## src/rtl/seg_code_scan.sv

```systemverilog
// Debounces encoder code/valid, keeps a four-deep history of distinct commits,
// and scans the history onto a 4-digit active-low seven-segment display.
module seg_code_scan #(
  parameter int STABLE_CYCLES = 4,
  parameter int SCAN_DIV      = 16
) (
  input  logic       clk,
  input  logic       rst_n,
  input  logic [2:0] code,
  input  logic       code_vld,
  input  logic       en,
  input  logic       clr,
  output logic [7:0] seg,
  output logic [3:0] an,
  output logic       commit,
  output logic [2:0] last,
  output logic [2:0] fill
);

  localparam int CW = $clog2(STABLE_CYCLES + 1);
  localparam int DW = (SCAN_DIV > 1) ? $clog2(SCAN_DIV) : 1;
  localparam logic [CW-1:0] SMAX = CW'(STABLE_CYCLES);
  localparam logic [CW-1:0] SPRE = CW'(STABLE_CYCLES - 1);
  localparam logic [DW-1:0] DMAX = DW'(SCAN_DIV - 1);

  logic [4:0]       s;
  logic [4:0]       prev;
  logic [CW-1:0]    stab_cnt;
  logic [3:0][2:0]  hist;
  logic [DW-1:0]    div;
  logic [1:0]       idx;
  logic             dup;
  logic             hit;

  assign s    = {en, code_vld, code};
  assign dup  = (fill != 3'd0) && (prev[2:0] == hist[0]);
  // Only the edge that completes the stable window can commit.
  assign hit  = (s == prev) && (stab_cnt == SPRE)
              && prev[4] && prev[3] && !dup;
  assign last = hist[0];

  always_ff @(posedge clk or negedge rst_n) begin
    if (!rst_n) begin
      prev     <= '0;
      stab_cnt <= '0;
      hist     <= '0;
      fill     <= '0;
      commit   <= 1'b0;
      div      <= '0;
      idx      <= '0;
    end else begin
      if (s != prev) begin
        prev     <= s;
        stab_cnt <= '0;
      end else if (stab_cnt < SMAX) begin
        stab_cnt <= stab_cnt + 1'b1;
      end

      if (clr) begin
        hist   <= '0;
        fill   <= '0;
        commit <= 1'b0;
      end else if (hit) begin
        hist   <= {hist[2:0], prev[2:0]};
        fill   <= (fill == 3'd4) ? fill : fill + 3'd1;
        commit <= 1'b1;
      end else begin
        commit <= 1'b0;
      end

      if (div == DMAX) begin
        div <= '0;
        idx <= idx + 2'd1;
      end else begin
        div <= div + 1'b1;
      end
    end
  end

  function automatic logic [7:0] decode(input logic [2:0] c);
    logic [7:0] r;
    unique case (c)
      3'd0: r = 8'hC0;
      3'd1: r = 8'hF9;
      3'd2: r = 8'hA4;
      3'd3: r = 8'hB0;
      3'd4: r = 8'h99;
      3'd5: r = 8'h92;
      3'd6: r = 8'h82;
      3'd7: r = 8'hF8;
    endcase
    return r;
  endfunction

  always_comb begin
    an  = 4'b1111;
    seg = 8'hFF;
    if (en) begin
      an = ~(4'b0001 << idx);
      if ({1'b0, idx} < fill)
        seg = decode(hist[idx]);
    end
  end

endmodule

```

## config.mk

```make
export PLATFORM = sky130hd
export DESIGN_NAME = seg_code_scan
export DESIGN_NICKNAME = d
export VERILOG_FILES = /design/src/rtl/seg_code_scan.sv
export SDC_FILE = /design/constraint.sdc
export NUM_CORES = 1
export LEC_CHECK = 0
export CORE_MARGIN = 2
export CORE_UTILIZATION = 40
export CTS_BUF_LIST = sky130_fd_sc_hd__clkbuf_4 sky130_fd_sc_hd__clkbuf_8 sky130_fd_sc_hd__clkbuf_16
export CTS_CLUSTER_SIZE = 12
export DETAILED_ROUTE_END_ITERATION = 7
export GPL_ROUTABILITY_DRIVEN = 0
export MAX_ROUTING_LAYER = met4
export PLACE_DENSITY = 0.63
export SKIP_LAST_GASP = 1
export SYNTH_ARGS = -nofsm -noshare
export SYNTH_HDL_FRONTEND = slang
export SYNTH_SLANG_ARGS = --single-unit
```

## constraint.sdc

```tcl
create_clock -name clk -period 3.9 [get_ports clk]
set_clock_uncertainty 0.2 [all_clocks]
set_input_delay 0.78 -clock clk [delete_from_list [all_inputs] [get_ports clk]]
set_output_delay 0.78 -clock clk [all_outputs]
set_load 0.005 [all_outputs]
```

Word-level counts from Yosys, hierarchy flattened
Memory sizes are Yosys's and may differ from the RTL's.
Index checks and enable logic that the tools add are counted.
{"block": "totals", "regBits": 30, "mem_bits_ro": 56, "output_inout_bits": 19, "mem_count": 1}
{"memory": "(no name shown)", "depth": 8, "word_bits": 7, "rd": 1, "rd_ports_with_merged_regs": 0, "wr": 0, "line_no": "82", "source": "unique case (c)"}
{"block": "op_classes", "n_addsub": 4, "magnitude_cmp": 3, "eq_ne": 7, "shifts": 1, "mux": 15, "bitwise": 1, "reduce_logical": 10}
{"cell": "$mux 12", "n": 2}
{"cell": "$mux 3", "n": 6}
{"cell": "$mux 8", "n": 2}
{"cell": "$mux 4", "n": 2}
{"cell": "$add 3x1->3 const B", "n": 2}
{"cell": "$bmux 3 s2", "n": 1}
{"cell": "$eq 5x5->1", "n": 1}
{"cell": "$logic_and 1x1->1", "n": 5}
{"cell": "$ne 5x5->1", "n": 1}
{"cell": "$add 4x1->4 const B", "n": 1}
{"cell": "$eq 4x4->1 const B", "n": 1}
{"cell": "$not 4->4", "n": 1}
{"cell": "$reduce_bool 2->1", "n": 2}
{"cell": "$shl 1x2->4 const A", "n": 1}
{"cell": "$eq 3x2->1 const B", "n": 1}
{"cell": "$eq 3x3->1", "n": 1}
{"cell": "$eq 3x3->1 const B", "n": 1}
{"cell": "$lt 2x3->1", "n": 1}
{"cell": "$lt 2x3->1 const B", "n": 1}
{"cell": "$lt 3x3->1 const B", "n": 1}
{"cell": "$reduce_bool 3->1", "n": 1}
{"cell": "$add 2x1->2 const B", "n": 1}
{"cell": "$mux 1", "n": 2}
{"cell": "$ne 2x2->1 const B", "n": 1}
{"cell": "other kinds (2)", "n": 2}

Depth between registers and ports, before layout
{"block": "depth", "ltp_word": 7, "ltp_mapped": 7, "ltp_nobuf": 6}

Worst setup path before layout
OpenSTA, ideal clock, no wires.
{"block": "synth_path", "path_kind": "register to output", "startpoint": "register idx[0]", "endpoint": "output port seg[0]", "arrival_time_ps": 1642, "setup_slack_ps": 1278, "stages_incl_launch_ff": 8, "n_path_buf": 1, "path_cell_list": "dfrtp_1 buf_2 mux4_2 inv_1 ha_1 inv_1 o221ai_1 a21o_1"}
{"block": "synth_between", "elab_chain_len": 5}
{"item": "start: declaration", "line_no": "31", "source": "logic [1:0] idx;"}
{"item": "start signal: assignment", "line_no": "73", "source": "idx <= idx + 2'd1;"}
{"item": "$bmux 3 s2", "line_no": "101", "source": "seg = decode(hist[idx]);"}
{"item": "$mux 3 (implied by the code)", "line_no": "101"}
{"item": "$mem_v2 8x7"}
{"item": "$mux 8 (*)", "line_no": "100", "source": "if ({1'b0, idx} < fill)"}
{"item": "$mux 8 (*)", "line_no": "98", "source": "if (en) begin"}
{"item": "end: declaration", "line_no": "13", "source": "output logic [7:0] seg,"}
Mark *: on every way between the ends. The rest lies on a longest branch, timed or not. The select of a mux whose other input is x is not followed.

Worst setup path after layout
{"block": "layout_path", "startpoint": "register idx[0]", "endpoint": "output port seg[3]"}
Same word-level chain as after synthesis.

==> impl_metrics.toml <==
[outcome]
status = "complete, no violations"

[worst_setup_path]
reg2reg_slack_ns = 1.72
critPathCapture = "seg[3]"
crit_required_ns = 2.92
crit_path_end_kind = "output port"
critPathKind = "reg -> out"
startpoint_type = "register"
worstSetupStartpoint = "idx[0]"
worst-path-max-fanout = 8
reg2reg_from = "fill[0]"
reg2reg_depth = 6
arrival_ns = 2.57
worstReg2RegEnd = "fill[2]"

[logic_synthesis]
yosys.area.top_type_share = 0.4243
synth.most_common_cell = "dfrtp_1"
synthTopCellsByArea = "dfrtp_1, ha_1, mux2i_1"
synthCells = 165
yosys_warnings = 0
async_flop_share = 1.000
synthesis.area_mm2 = 0.001769
synth-seq-cells = 30
yosysUniqueCellTypes = 32
synth_top_area_cell = "dfrtp_1"
synth_edf_count = 0
syn_area_per_cell_um2 = 10.72
synth_ff_type = "dfrtp_1"
ys_seq_area_frac = 0.4243
syn_nets = 188
synth.top_cells.by_count = "dfrtp_1, nand2b_1, ha_1, mux2i_1, nand2_1"

[finish]
seqCellArea_um2 = 750.7
n_antenna_cell = 0
multi_input_area_um2 = 894.6
fin_nets = 206
synthToLayoutAreaGrowth_pct = 18.32
nFillCells = 395
instances_no_fill = 235
finish.utilization = 0.4875
drive_gt1_frac = 0.08743

[clocking]
clockRootBuffer = "clkbuf_8"
h-tree-depth = 2
clkTransAtPathRegs_ns = 0.05
post-cts-setup-buffers = 0
cts_hold_buf = 0
cts_tree = "built"
cts.path.max_buffers = 2
clk_latency_ns = 0.28
cts_sinks = 30
cts_resized = 0
numCtsBuffers = 5

[sta]
slew_violations = 0
rsz0062_at_grt = "false"
worstMarginPinSlew_ns = 0.5789
setup_violations = 0
period_needed_ns = 3.552
fin_setup_tns_ns = 0
fin_crit_sh = 0.9109
hold_viol_final = 0
clock.fmax_mhz = 281.5
relSlewSlack = 0.6128

[global_route]
grt_use_met2 = 0.2453
antenna_found_initial = 0
gr-max-usage-layer = "met2"
use_met1 = 0.1700
grt-ovfl-total = 0
grt_start_max_net_pins = 31
grt_util_met3 = 0.04329
grt_pass1_wl_um = 5540
grt_pass1_vias = 1222
gr-usage-all-layers = 0.1467

[power]
ir_drop_mv = 0.1464
power_density_mw_per_mm2 = 282.2
p_leak_nw = 0.9326

[detailed_routing]
num_vias = 1174
drc_errors = 0
drt-total-wl_um = 3229
antenna_left = 0
first_pass_iters = 4
wl_per_cell_um = 13.74
via_per_inst = 4.996
detail_route.iter0.violations = 26

[die]
rows = 24
die_h_um = 70.51
coreArea_mm2 = 0.004294
dieArea_mm2 = 0.004971
initial_utilization = 0.4120
die_w_um = 70.51
ios = 27

[placement]
portBuffers = 25
dp_hpwl_um = 2464
dp.cells = 228

[flow_run]
drv_cap = 0

[min_path]
hold_class = "reg -> reg"
[worst min-delay path by stage]
stage | depth (start not counted) | start | to
CTS | 1 | div[0] | div[0]
detailed placement | 1 | div[0] | div[0]
finish | 1 | div[0] | div[0]
global placement | 1 | div[0] | div[0]
global route | 1 | div[0] | div[0]
floorplan | 1 | div[0] | div[0]
[through the flow]
step	setup WS, ns	hold WS [ns]	total power [mW]	instance area, um2
CTS	0.2979	0.2888	0.6037	2093
floorplan	1.278	0.2495	0.3396	1769
global placement	0.6676	0.2665	0.3561	2009
global route	0.1365	0.3238	0.6209	2093
detailed placement	0.6104	0.2799	0.3572	2009
finish	0.3475	0.2867	0.5907	2093
[layout make-up]
class | count | area share
clock buffers | 7 | 0.04005
inverters | 11 | 0.01973
multi-input cells | 109 | 0.4274
repair buffers | 26 | 0.1231
flip-flops and latches | 30 | 0.3586
well taps | 52 | 0.03108
[layer usage]
| layer | share of wire | wire length (um) | vias up |
|---|---|---|---|
| met5 | 0 | 0 | - |
| met4 | 0.010 | 33 | 0 |
| met3 | 0.032 | 104 | 4 |
| met2 | 0.52 | 1688 | 17 |
| met1 | 0.43 | 1402 | 569 |
| li1 | - | - | 584 |
[flip-flops by register name, summed over array words and instances (netlist names)]
signal,cells
fill,3
stab_cnt,3
div,4
idx,2
last,3
commit,1
hist,9
prev,5
[power by group]
| part | internal [mW] | switching (mW) | leakage [nW] |
|---|---|---|---|
| clock | 0.136 | 0.104 | 0.0452 |
| sequential | 0.314 | 0.00281 | 0.393 |
| combinational | 0.0148 | 0.0188 | 0.494 |
| total | 0.466 | 0.125 | 0.933 |
[cells in the final DEF (no fill, tap or decap), types with 2 or more instances in the layout]
cell,netlist,routed
inv_1,11,11
mux2_2,2,2
nand2_1,12,12
and3_1,2,2
nor2_1,6,6
o21ai_0,3,3
clkbuf_8,0,5
clkbuf_4,0,2
o211ai_1,2,2
nand2b_1,18,18
nand3_1,3,3
a21o_1,2,2
ha_1,15,15
dfrtp_1,30,30
a21oi_1,3,3
clkdlybuf4s50_1,0,25
xor2_1,10,10
nor2b_1,2,2
mux4_2,3,3
mux2i_1,15,15
[logic make-up after synthesis]
kind of cell / synth area share
AOI/OAI and AO/OA: 0.06647
and+or+nand+nor: 0.1407
muxes: 0.1358
xor gates and xnor gates: 0.05445
other: 0.002120
adders and majority gates: 0.1061
DFF: 0.4243
buffers and inverters: 0.07001
[worst max-delay path, stage by stage (launching register included)]
cell	delay (ns)
dfrtp_1	0.57
mux4_2	0.59
inv_1	0.13
ha_1	0.17
inv_1	0.04
o221ai_1	0.20
a21o_1	0.12
clkdlybuf4s50_1	0.49
(Power assumes the default switching activity.)
